### src/rtl/uart_tx_serializer.sv
// UART transmitter: 8N1 frame on a rising edge of tx_start, LSB first.
// Define UART_TX_PARITY_EN to add an even-parity bit (8E1).
module uart_tx_serializer #(
  parameter int CLK_FREQ_HZ  = 50_000_000,
  parameter int BAUD         = 115_200,
  parameter int CLKS_PER_BIT = CLK_FREQ_HZ / BAUD
) (
  input  logic       clk,
  input  logic       reset_n,
  input  logic       tx_start,
  input  logic [7:0] tx_data,
  output logic       tx_line,
  output logic       tx_busy,
  output logic       tx_done
);

  localparam int CW = $clog2(CLKS_PER_BIT);
  localparam logic [CW-1:0] BAUD_LAST = CW'(CLKS_PER_BIT - 1);

`ifdef UART_TX_PARITY_EN
  typedef enum logic [2:0] {IDLE, START, DATA, PARITY, STOP} state_t;
`else
  typedef enum logic [2:0] {IDLE, START, DATA, STOP} state_t;
`endif

  state_t        state;
  logic [CW-1:0] baud_cnt;
  logic [2:0]    bit_cnt;
  logic [7:0]    shreg;
  logic          start_q;
`ifdef UART_TX_PARITY_EN
  logic          parity_bit;
`endif

  logic bit_end;
  logic start_rise;

  assign bit_end    = (baud_cnt == BAUD_LAST);
  assign start_rise = tx_start & ~start_q;

  // NOTE: every register here updates with <= so all reads in this block see
  // pre-edge values; blocking assignments would make results order-dependent.
  always_ff @(posedge clk or negedge reset_n) begin
    if (!reset_n) begin
      state      <= IDLE;
      baud_cnt   <= '0;
      bit_cnt    <= '0;
      shreg      <= '0;
      // A start level already high when reset releases must drop before it counts.
      start_q    <= 1'b1;
`ifdef UART_TX_PARITY_EN
      parity_bit <= 1'b0;
`endif
      tx_line    <= 1'b1;
      tx_busy    <= 1'b0;
      tx_done    <= 1'b0;
    end else begin
      start_q <= tx_start;
      tx_done <= 1'b0;

      if (state != IDLE) begin
        baud_cnt <= bit_end ? '0 : baud_cnt + CW'(1);
      end

      case (state)
        IDLE: begin
          if (start_rise) begin
            shreg      <= tx_data;
`ifdef UART_TX_PARITY_EN
            parity_bit <= ^tx_data;
`endif
            baud_cnt   <= '0;
            tx_line    <= 1'b0;
            tx_busy    <= 1'b1;
            state      <= START;
          end
        end

        START: begin
          if (bit_end) begin
            tx_line <= shreg[0];
            shreg   <= {1'b0, shreg[7:1]};
            bit_cnt <= '0;
            state   <= DATA;
          end
        end

        DATA: begin
          if (bit_end) begin
            if (bit_cnt == 3'd7) begin
`ifdef UART_TX_PARITY_EN
              tx_line <= parity_bit;
              state   <= PARITY;
`else
              tx_line <= 1'b1;
              state   <= STOP;
`endif
            end else begin
              tx_line <= shreg[0];
              shreg   <= {1'b0, shreg[7:1]};
              bit_cnt <= bit_cnt + 3'd1;
            end
          end
        end

`ifdef UART_TX_PARITY_EN
        PARITY: begin
          if (bit_end) begin
            tx_line <= 1'b1;
            state   <= STOP;
          end
        end
`endif

        STOP: begin
          // Edges arriving here, including on this final edge, are dropped.
          if (bit_end) begin
            tx_busy <= 1'b0;
            tx_done <= 1'b1;
            state   <= IDLE;
          end
        end

        default: state <= IDLE;
      endcase
    end
  end

endmodule

### config.mk
export PLATFORM = sky130hd
export DESIGN_NAME = uart_tx_serializer
export DESIGN_NICKNAME = d
export VERILOG_FILES = /design/src/rtl/uart_tx_serializer.sv
export SDC_FILE = /design/constraint.sdc
export NUM_CORES = 1
export LEC_CHECK = 0
export CAP_MARGIN = 20
export CORE_UTILIZATION = 30
export CTS_CLUSTER_DIAMETER = 200
export CTS_CLUSTER_SIZE = 14
export DETAILED_ROUTE_END_ITERATION = 10
export GPL_TIMING_DRIVEN = 0
export SLEW_MARGIN = 20
export SYNTH_ARGS = -nofsm -noshare
export SYNTH_HDL_FRONTEND = slang
export SYNTH_SLANG_ARGS = --single-unit
### constraint.sdc
create_clock -name clk -period 3.55 [get_ports clk]
set_clock_uncertainty 0.2 [all_clocks]
set_input_delay 0.355 -clock clk [delete_from_list [all_inputs] [get_ports clk]]
set_output_delay 0.355 -clock clk [all_outputs]
set_load 0.1 [all_outputs]
# After elaboration in Yosys (flattened, before gate mapping)
# Cells that the tools add are included.
[op_classes]
reduce_logical = 10
shift = 0
n_addsub = 2
magnitude_cmp = 0
eq_ne = 11
muxes = 28
bitwise = 2
multipliers = 0
div_mod_pow = 0
[op_table]
columns = ["cell", "count"]
rows = [
  ["$mux 9", 4],
  ["$mux 8", 4],
  ["$pmux 8 s3", 1],
  ["$mux 3", 7],
  ["$ne 2x2->1 const B", 6],
  ["$pmux 3 s4", 1],
  ["$reduce_and 5->1", 2],
  ["$add 9x1->9 const B", 1],
  ["$eq 9x9->1 const B", 1],
  ["$mux 1", 8],
  ["$reduce_and 4->1", 2],
  ["$eq 3x2->1 const B", 2],
  ["$pmux 3 s2", 1],
  ["$reduce_bool 3->1", 2],
  ["$reduce_bool 2->1", 2],
  ["$add 3x1->3 const B", 1],
  ["$eq 3x1->1 const B", 1],
  ["$eq 3x3->1 const B", 1],
  ["$logic_not 3->1", 1],
  ["$pmux 1 s3", 1],
  ["$reduce_and 3->1", 1],
  ["$pmux 1 s2", 1],
  ["$and 1x1->1", 1],
  ["$not 1->1", 1],
]
[totals]
wordCells = 61
latchBits = 0
register_bits = 27
inputBits = 11
memories = 0
output_inout_bits = 3
rom_bits = 0
ram_bits = 0

# Longest topological paths before layout
# Gate-level depths: netlist (run 1).
[depth]
word_depth = 5
depth_mapped = 7

# Least setup slack after synthesis (run 1)
# No wires, ideal clock.
[synth_timing]
path_kind = "register to register"
startpoint = "reg baud_cnt[3]"
endpoint = "reg shreg[0]"
synth_period_minus_slack_ns = 2.058
arrival_ns = 1.733
path_stages_with_launch = 6
path_slack_ns = 1.492
setup_ns = 0.125
cell_sequence = "dfrtp_1 > or4b_4 > nor2_4 > o211a_1 > buf_6 > mux2_4"
[synth_between]
elab_chain_cells = 3
[synth_lines]
columns = ["element", "line_no", "source"]
rows = [
  ["start, declared", "27", "logic [CW-1:0] baud_cnt;"],
  ["start signal, assigned", "62", "baud_cnt <= bit_end ? '0 : baud_cnt + CW'(1);"],
  ["$eq 9x9->1 (*)", "38", "assign bit_end = (baud_cnt == BAUD_LAST);"],
  ["$ne 2x2->1 (no line)", "-", ""],
  ["$reduce_and 5->1 (no line) (*)", "-", ""],
  ["end signal, assigned", "68", "shreg <= tx_data;"],
  ["end signal, assigned", "82", "shreg <= {1'b0, shreg[7:1]};"],
  ["end signal, assigned", "100", "shreg <= {1'b0, shreg[7:1]};"],
  ["end, declared", "29", "logic [7:0] shreg;"],
]
# Mark *: on every way between the ends. The rest lies on a longest branch, timed or not.
# A chain may end at the register's enable or synchronous reset.

# Worst setup path in the final report (run 1)
[layout_timing]
startpoint = "reg tx_line"
endpoint = "out tx_line"
[layout_rtl]
columns = ["element", "line_no", "source"]
rows = [
  ["start, declared", "12", "output logic tx_line,"],
  ["start signal, assigned", "81", "tx_line <= shreg[0];"],
  ["start signal, assigned", "99", "tx_line <= shreg[0];"],
]
# No word-level cell between the ends.

==> impl_results.md, run 1 <==
* Maximum clock frequency at around 400 MHz
* Placed Area at 1683 µm²
* CP cell instances: clkdlybuf4s50_1
* Outcome: finished clean
* Routability cong. at a little over 0.8
* Port buffer count at 13
* Share of the synthesized area in the top cell type at 0.4075
* Crit path arrival time at about 2 ns
* Die area at between 5000 and 6000 µm²
* Post-layout min period at ~2.5 ns
* Synth cell count leaders: dfrtp_1 (24), ha_1 (9), mux2_2 (9), mux2_4 (8), o21ai_0 (8)
* Reg2Reg Depth at 5
* Die height at 72.10 µm
* Nets at 167
* CP peak stage delay at about 1.1 ns
* R2r endpoint: shreg[1]$_DFFE_PN0P_
* # clock sinks at 26
* Number of synthesized flops with an enable pin at 0
* Routed WL at between 2000 and 3000 µm
* Hpwl dp at slightly above 2000 µm
* Core area at ~4700 µm²
* Die width at roughly 72 µm
* Layout area overhead at 18.59%
* Cell Rows at 25
* First-pass GRT wire length at 4747 µm
* Main area contributors after synthesis: dfrtp_1 (41%), mux2_4 (8.1%), ha_1 (7.6%)
* Cell Area, Synth at roughly 1500 µm²
* CTS resizes at 0
* Pwr Total at approximately 0.00051 W
* Leak pwr at 0.8131 nW
* Delay-heaviest family, CP: buffers and inverters
* Num ports at 14
* Via count at approximately 1100
* Via density at 4.967
* First-pass DRT Iterations at 4
* Root Driver: clkbuf_8
* Hold path depth at 1
* GRT Resource Usage Total at 0.1134
* Crit start category: flop
* Post-synthesis register bit count at 26
* Inserted Clock Buffers at 3
* Setup_tns at 0 ns
* # Max-Cap Violations at 0
* WS Path Type: flop to output pin
* Antenna violations before repair at 0
* WP buf/inv at 1
* Peak supply drop at about 0.00013 V
* DR WL/cell at approximately 13 µm
* Top FF cell, synth: dfrtp_1
* Initial core utilization at 0.3121
* Layout cells sized above 1 at 0.2260
* Diodes inserted at 0
* Worst hold path startpoint: tx_start
* Finished Cell Area at approximately 1700 µm²
* CTS tree: built
* Vias in the first global route at between 1000 and 1500
* H-tree depth at 1
* DRC Markers at 0
* Critical path fanouts, max at 2
* Power per Cell Area at ~290 nW/µm²
* Starting DRT DRC Count at 11
* Worst hold path type: input port to flop
* CP required at 2.99 ns
* Syn Area/Cell at about 12 µm²
* Hold WS at around 0.31 ns
* Async S/R FF share, synth at 1.000
* Remaining antenna violation count at 0
* Critical R2R Launch: baud_cnt[2]$_DFF_PN0_
* Hold EP: start_q$_DFF_PN1_
* Tcrit/Tclk final at 0.7049
* Register area share after synthesis at 0.4431
* Max stage delay cell, worst path: clkdlybuf4s50_1
* Synth unique cells at 37
* Syn nets at ~150
* Final setup vio count at 0
* Synth warn at 0
* Most common cell in the netlist: dfrtp_1
* Clk Latency, worst-skew pair at 0.27 ns
* Crit. End Element: output pin
* Clock tree buffer depth at 2
* Grt total ovfl at 0
* R2r setup slk at ~1.4 ns
* Largest net degree at the start of global routing at 27
* Slew @ Worst Pin at about 1 ns
* Final Hold Fails at 0
* RSZ-0062 raised after global routing: no
* Final Max Tran Viols at 0
* Syn Inst Count at ~130
* Max_slew headroom at 0.3476
* Clk pin slew, worst setup/hold paths at ~0.090 ns
* Top cell type by total area after synthesis: dfrtp_1
layout by cell type, fill, tap and decap left out, drive strengths merged, types with 4 or more instances in the layout:
cell type and n:
dfrtp 24, mux2 17, clkdlybuf4s50 12, ha 9, o21ai 8, a22o 7, nand2 6, nor2 6
inv 5, nor3 5, clkbuf 5, a21oi 4, nand3 4, buf 4
cells by family (layout without fill, tap and decap cells):
family	after synthesis	after routing	synth area share
buffers and inverters	9	27	0.03310
DFF	26	26	0.4431
and+or+nand+nor	33	33	0.1299
muxes	19	19	0.1638
adders and majority gates	9	9	0.07640
AOI/OAI and AO/OA	31	31	0.1477
xor gates and xnor gates	1	1	0.005943
worst max-delay path by stage:
stage | from | endpoint | slack, ns | depth (start not counted)
4_1_cts | tx_line$_DFFE_PN1P_ | tx_line | 1.04 | 1
2_1_floorplan | baud_cnt[3]$_DFF_PN0_ | shreg[0]$_DFFE_PN0P_ | 1.49 | 5
3_5_place_dp | tx_start | shreg[1]$_DFFE_PN0P_ | 1.21 | 6
6_report | tx_line$_DFFE_PN1P_ | tx_line | 1.05 | 1
3_3_place_gp | tx_start | shreg[7]$_DFFE_PN0P_ | 1.21 | 6
5_1_grt | tx_line$_DFFE_PN1P_ | tx_line | 1.03 | 1
cell type report:
| type | count | area (µm²) |
|---|---|---|
| repair buffers | 14 | 135.1 |
| fillers | 457 | 2975 |
| inverters | 5 | 18.77 |
| clock buffers | 4 | 55.05 |
| well taps | 67 | 83.83 |
| multi-input cells | 93 | 772.0 |
| flip-flops and latches | 26 | 653.1 |
| plain buffers | 4 | 30.03 |
report_power, final:
group	total [W]	internal, W	switching, W	leakage, nW
logic	0.0000183	0.0000103	0.00000798	0.443
registers	0.000297	0.000297	0.000000118	0.341
clock network	0.000194	0.0000992	0.0000952	0.0288
total	0.000510	0.000407	0.000103	0.813
flip-flops by register name, summed over array words and instances, names as in the netlist:
register / cells
shreg: 8
tx_done: 1
bit_cnt: 3
tx_busy: 1
state: 2
tx_line: 1
start_q: 1
baud_cnt: 9
through the flow:
| step | utilization | instances | worst slack [ns] |
|---|---|---|---|
| floorplan | - | 128 | 1.492 |
| global placement | 0.3574 | 208 | 1.213 |
| detailed placement | 0.3563 | 208 | 1.208 |
| CTS | 0.3701 | 213 | 1.041 |
| global route | 0.3701 | 213 | 1.028 |
| finish | 0.3701 | 213 | 1.048 |
routing by layer:
metal / up-vias / part of all wire / track usage
met5: - / 0 / 0
met4: 0 / 0.016 / 0.03922
met3: 4 / 0.017 / 0.01667
met2: 12 / 0.47 / 0.1931
met1: 528 / 0.50 / 0.1471
li1: 514 / - / -
what timing repair did:
| item | in CTS | in global routing |
|---|---|---|
| hold buffers | 1 | 0 |
| setup buffers | 0 | 0 |
| hold endpoints to repair | 24 | 0 |
Note: power is estimated with default switching activity, not from simulation.
==> run 2: changes to the inputs <==
- clock period: 3.55 -> 2.4 ns (I/O delays scaled with it)
==> impl_results.md, run 2 (synthesis gave the netlist of run 1 again) <==
* Outcome: finished clean (unchanged)
* Hpwl dp at 2017 µm (unchanged)
* R2r setup slk at 0.22 ns (was 1.37 ns)
* Filler cells at 458 (was 457)
* WP buf/inv at 1 (unchanged)
* Register area at 653.1 µm² (unchanged)
* Post-layout min period at 2.235 ns
* Port buffer count at 13 (unchanged)
* Most common cell after layout, fill and taps aside: dfrtp_1 (unchanged)
* Vias in the first global route at 1073 (unchanged)
* Max_slew headroom at 0.3387 (was 0.3476)
* Layout cells sized above 1 at 0.2260 (unchanged)
* # clock sinks at 26 (unchanged)
* Via count at 1055 (was 1058)
* Clk pin slew, worst setup/hold paths at 0.09 ns (about the same)
* First-pass DRT Iterations at 4 (unchanged)
* Die height at 72.10 µm (unchanged)
* Clk Latency, worst-skew pair at 0.27 ns (about the same)
* DRC Markers at 0 (unchanged)
* Starting DRT DRC Count at 10 (was 11)
* Leak pwr at 0.8319 nW (was 0.8131 nW)
* Final Worst Setup Slack at 0.1648 ns (was 1.048 ns)
* Largest registers: baud_cnt x9, shreg x8, bit_cnt x3 (unchanged)
* Crit. End Element: output pin (unchanged)
* Maximum clock frequency at about 450 MHz
* CP cell instances: clkdlybuf4s50_1 (unchanged)
* CP peak stage delay at 1.14 ns (was 1.13 ns)
* Via density at 4.953 (was 4.967)
* Diodes inserted at 0 (unchanged)
* Reg with most FFs: baud_cnt (unchanged)
* Core area at 4723 µm² (unchanged)
* Antenna violations before repair at 0 (unchanged)
* Max FFs per register at 9 (unchanged)
* CP Capture Point: tx_busy (was tx_line)
* Grt total ovfl at 0 (unchanged)
* Reg2Reg Depth at 5 (unchanged)
* DP Worst Slack at 0.1725 ns (was 1.208 ns)
* Final setup vio count at 0 (unchanged)
* H-tree depth at 1 (unchanged)
* Layout area overhead at 18.76% (was 18.59%)
* R2r endpoint: shreg[1]$_DFFE_PN0P_ (unchanged)
* Initial core utilization at 0.3121 (unchanged)
* Delay-heaviest family, CP: buffers and inverters (unchanged)
* Crit start category: flop (unchanged)
* WS Path Type: flop to output pin (unchanged)
* Final Max Tran Viols at 0 (unchanged)
* Critical path fanouts, max at 3 (was 2)
* Slew @ Worst Pin at 0.9904 ns (was 0.9756 ns)
* Crit path from: tx_busy$_DFFE_PN0P_ (was tx_line$_DFFE_PN1P_)
* Cell Rows at 25 (unchanged)
* Nets at 167 (unchanged)
* Setup_tns at 0 ns (unchanged)
* Clock tree buffer depth at 2 (unchanged)
* Critical R2R Launch: baud_cnt[2]$_DFF_PN0_ (unchanged)
* # Max-Cap Violations at 0 (unchanged)
* RSZ-0062 raised after global routing: no (unchanged)
* Die width at 72.10 µm (unchanged)
* Largest net degree at the start of global routing at 27 (unchanged)
* Most frequent cells in the layout: dfrtp_1 (24), clkdlybuf4s50_1 (11), mux2_2 (9), ha_1 (9) (was dfrtp_1 (24), clkdlybuf4s50_1 (12), mux2_2 (9), ha_1 (9))
* First-pass GRT wire length at 4747 µm (unchanged)
* Final Hold Fails at 0 (unchanged)
* Root Driver: clkbuf_8 (unchanged)
* Tcrit/Tclk final at 0.9314
* Remaining antenna violation count at 0 (unchanged)
* Cell count along the critical path at 1 (unchanged)
* Num ports at 14 (unchanged)
* Max stage delay cell, worst path: clkdlybuf4s50_1 (unchanged)
* Multi-input gate area at 772.0 µm² (unchanged)
* Routability cong. at 0.8148 (unchanged)
* Worst hold path type: input port to flop (unchanged)
* Postcts setup bufs at 0 (unchanged)
* Power per Cell Area at 430.5 nW/µm² (was 291.7 nW/µm²)
* Inserted Clock Buffers at 3 (unchanged)
* Die area at 5198 µm² (unchanged)
* Crit path arrival time at 1.80 ns (was 1.95 ns)
* DR WL/cell at 12.98 µm (was 12.94 µm)
* Routed WL at 2764 µm (was 2757 µm)
* CTS tree: built (unchanged)
* GRT Resource Usage Total at 0.1134 (unchanged)
* Peak supply drop at 0.0001851 V (was 0.0001252 V)
* CP required at 1.96 ns (was 2.99 ns)
[run 2: power by group]
part / total (W) / leakage [nW] / internal (W) / switching, W
Sequential: 0.000439 / 0.341 / 0.000439 / 0.000000175
Clock: 0.000287 / 0.0288 / 0.000147 / 0.000140
Combinational: 0.0000271 / 0.462 / 0.0000153 / 0.0000118
Total: 0.000754 / 0.832 / 0.000601 / 0.000152
[run 2: cell type report]
type,instances,area share
plain buffers,4,0.01716
clock buffers,4,0.03145
inverters,5,0.01072
multi-input cells,93,0.4410
flip-flops and latches,26,0.3731
well taps,67,0.04789
repair buffers,14,0.07863
[run 2: repair_timing]
item / CTS / global route
endpoints found under the setup margin: 0 / 1
hold endpoints to repair: 24 / 0
resized for setup: 0 / 1
hold buffers: 1 / 0
[run 2: metal layers]
metal,global-route usage,vias to the layer above,part of all wire
met5,0,-,0
met1,0.1471,525,0.49
met3,0.01667,4,0.017
met4,0.03922,0,0.016
li1,-,514,-
met2,0.1931,12,0.47
[run 2: through the flow]
stage | std cells | hold slack, ns | util | total power (W) | instance area (µm²)
6_report | 213 | 0.1922 | 0.3706 | 0.0007536 | 1750
5_1_grt | 213 | 0.1963 | 0.3706 | 0.0007724 | 1750
4_1_cts | 213 | 0.1936 | 0.3701 | 0.0007573 | 1748
3_5_place_dp | 208 | 0.07328 | 0.3563 | 0.0004745 | 1683
3_3_place_gp | 208 | 0.2859 | 0.3574 | 0.0004748 | 1688
2_1_floorplan | 128 | -0.2556 | - | 0.0004500 | 1474
[run 2: worst min-delay path by stage]
stage	cells after the start	endpoint	startpoint	slack, ns
2_1_floorplan	0	baud_cnt[0]$_DFF_PN0_	reset_n	-0.26
3_3_place_gp	1	baud_cnt[8]$_DFF_PN0_	baud_cnt[8]$_DFF_PN0_	0.29
3_5_place_dp	1	tx_done$_DFF_PN0_	reset_n	0.07
4_1_cts	1	start_q$_DFF_PN1_	tx_start	0.19
5_1_grt	1	start_q$_DFF_PN1_	tx_start	0.20
6_report	1	start_q$_DFF_PN1_	tx_start	0.19
==> edit: new RTL, flow settings as in run 2 <==
The parameter `BAUD` goes from 115_200 to 57_600.
--- a/src/rtl/uart_tx_serializer.sv
+++ b/src/rtl/uart_tx_serializer.sv
@@ -3,5 +3,5 @@
 module uart_tx_serializer #(
   parameter int CLK_FREQ_HZ  = 50_000_000,
-  parameter int BAUD         = 115_200,
+  parameter int BAUD         = 57_600,
   parameter int CLKS_PER_BIT = CLK_FREQ_HZ / BAUD
 ) (
Formal check against the unedited RTL: same outputs for any inputs over 10 cycles, from zero or initial values and one cycle with reset_n low; that may be too few to reach the edited logic, so the function may still have changed.
==> edit against run 2 <==
  * Setup slack worse by 0.054 ns
  * Via count increased by 6.4%
  * Sequential cell count increased by 1
  * Design area up 4.0%
  * Largest cell class unchanged
  * Register-to-register slack got worse by 0.11 ns
  * Wire length rose by 8.6%
  * Synthesized area rose by 5.0%
Power is not compared: it rests on default switching activity, and its combinational part moved more than twofold at a synthesized area within 25%.
==> edit: results (changes against run 2) <==
metric,value,unit,change
ys_seq_area_share,43.8,%,was 44.3%
wire_per_inst,13.5,um,was 13.0 um
synthArstFlopShare,100,%,unchanged
nets,175,,was 167
max-slew-margin-rel,35.3,%,was 33.9%
grt_max_degree,28,,was 27
ys_types,40,,was 37
syn_nets,156,,was 148
diodes,0,,unchanged
cts_max_path_buffers,2,,unchanged
reg2reg_depth,6,,was 5
worstSetupPathType,reg -> reg,,was reg -> out
dp_hpwl,2210,um,was 2020 um
drive_gt1_share,22.4,%,was 22.6%
synth_top_area_share,40.4,%,was 40.7%
port_buffers,13,,unchanged
yosys-top-cells-area,"dfrtp_1 40%, mux2_4 7.8%, mux2_2 7.3%, ha_1 5.7%, dfstp_2 3.4%",,"was dfrtp_1 41%, mux2_4 8.1%, ha_1 7.6%, mux2_2 6.9%, dfstp_2 3.6%"
netlist_top_cells_count,"25 x dfrtp_1, 11 x nand2_1, 10 x mux2_2, 8 x mux2_4, 8 x o21ai_0",,"was 24 x dfrtp_1, 9 x ha_1, 9 x mux2_2, 8 x mux2_4, 8 x o21ai_0"
firstDrtPassIters,4,,unchanged
gp_congestion,0.852,,was 0.815
ir_worst_vdd,0.000880,V,
yosysWarningCount,0,,unchanged
grt_antenna_before_repair,0,,unchanged
grt_pass1_wl,5190,um,was 4750 um
root_buffer,clkbuf_8,,unchanged
cp-startpoint,baud_cnt[0]$_DFF_PN0_,,was tx_busy$_DFFE_PN0P_
drt-initial-drc-count,57,,was 10
status,"finished, final reports clean",,unchanged
grt_pass1_vias,1145,,was 1073
grt_use_total,12.2,%,was 11.3%
cts-htree-levels,1,,unchanged
p_sw,0.827,mW,
crit-reg2reg-capture,shreg[7]$_DFFE_PN0P_,,was shreg[1]$_DFFE_PN0P_
leakage,0.791,nW,
cts_buffers,3,,unchanged
critical_path_arrival,2.25,ns,was 1.80 ns
min_path_type,in -> reg,,unchanged
crit_path_max_fanout,8,,was 3
reg.largest.list,"baud_cnt: 10 flops, shreg: 8 flops, bit_cnt: 3 flops",,"was baud_cnt: 9 flops, shreg: 8 flops, bit_cnt: 3 flops"
clock_latency,0.27,ns,about the same
hold_violations,0,,unchanged
via_per_inst,5.03,,was 4.95
clk_pin_slew,0.09,ns,about the same
ff2ff_setup_slack,0.11,ns,was 0.22 ns
edit: cell types whose count changed in the layout (fill, tap and decap cells not counted), sizes merged, moves of 3 or more:
cell   before  now
nand2       6   11
a21o        3    0
and3        1    4
a41oi       0    3
a22o        7    4
nand4       3    0
nor3        5    1
a31oi       3    6
edit: worst max-delay path: stages (launching register included):
cell      delay, ns
dfrtp_1        0.39
ha_2           0.24
nor4b_4        0.29
a41oi_1        0.17
a2111o_1       0.43
buf_6          0.16
mux2_4         0.30
edit: power by group through the flow:
stage	Sequential (mW)	Combinational, mW	Clock (mW)
final	0.751	1.20	0.260
after global routing	0.771	1.32	0.282
after global placement	0.753	1.16	0
after detailed placement	0.760	1.19	0
after floorplan	0.783	0.935	0
after CTS	0.753	1.20	0.269
edit: final cells by class:
cell class              count  area (um2)
fillers                   480        3030
flip-flops and latches     27         678
inverters                   6        22.5
multi-input cells          98         817
repair buffers             15         141
well taps                  67        83.8
plain buffers               6        31.3
clock inverters             1        5.00
clock buffers               3        41.3
edit: stage by stage:
stage / std cells / total power [mW] / utilization [%] / instance area, um2 / setup WS [ns]
floorplan: 138 / 1.72 / - / 1550 / 0.282
CTS: 223 / 2.22 / 37.4 / 1810 / 0.00518
finish: 223 / 2.21 / 37.5 / 1820 / 0.111
detailed placement: 218 / 1.95 / 36.2 / 1760 / 0.0198
global placement: 218 / 1.91 / 36.3 / 1760 / 0.0718
global route: 223 / 2.38 / 37.5 / 1820 / 0.0182
edit: worst min-delay path by stage:
stage,from,endpoint,slack (ns),depth (start not counted)
6_report,tx_start,start_q$_DFF_PN1_,0.20,1
5_1_grt,tx_start,start_q$_DFF_PN1_,0.20,1
4_1_cts,tx_start,start_q$_DFF_PN1_,0.20,1
3_5_place_dp,reset_n,baud_cnt[3]$_DFF_PN0_,0.09,1
3_3_place_gp,shreg[1]$_DFFE_PN0P_,shreg[1]$_DFFE_PN0P_,0.29,1
2_1_floorplan,reset_n,baud_cnt[0]$_DFF_PN0_,-0.26,0
edit: logic make-up after synthesis:
logic type | synth area share, %
compound gates | 16.2
xor+xnor | 0.566
fa+ha+maj | 5.66
buf+inv | 3.72
flops | 43.8
mux | 17.0
simple gates | 13.1
edit: metal layers:
metal / global-route usage (%) / share of wire [%] / up-vias
met5: 0 / 0 / -
met4: 0.641 / 0 / 0
met3: 2.88 / 2.8 / 0
met2: 23.1 / 51 / 13
met1: 14.5 / 46 / 562
li1: - / - / 547
edit: what timing repair did:
action,4_1_cts,5_1_grt
hold endpoints to repair,25,0
setup endpoints to repair,1,10
pin swaps,0,0
hold buffers,1,0
resized for setup,1,2
buffers inserted,0,1
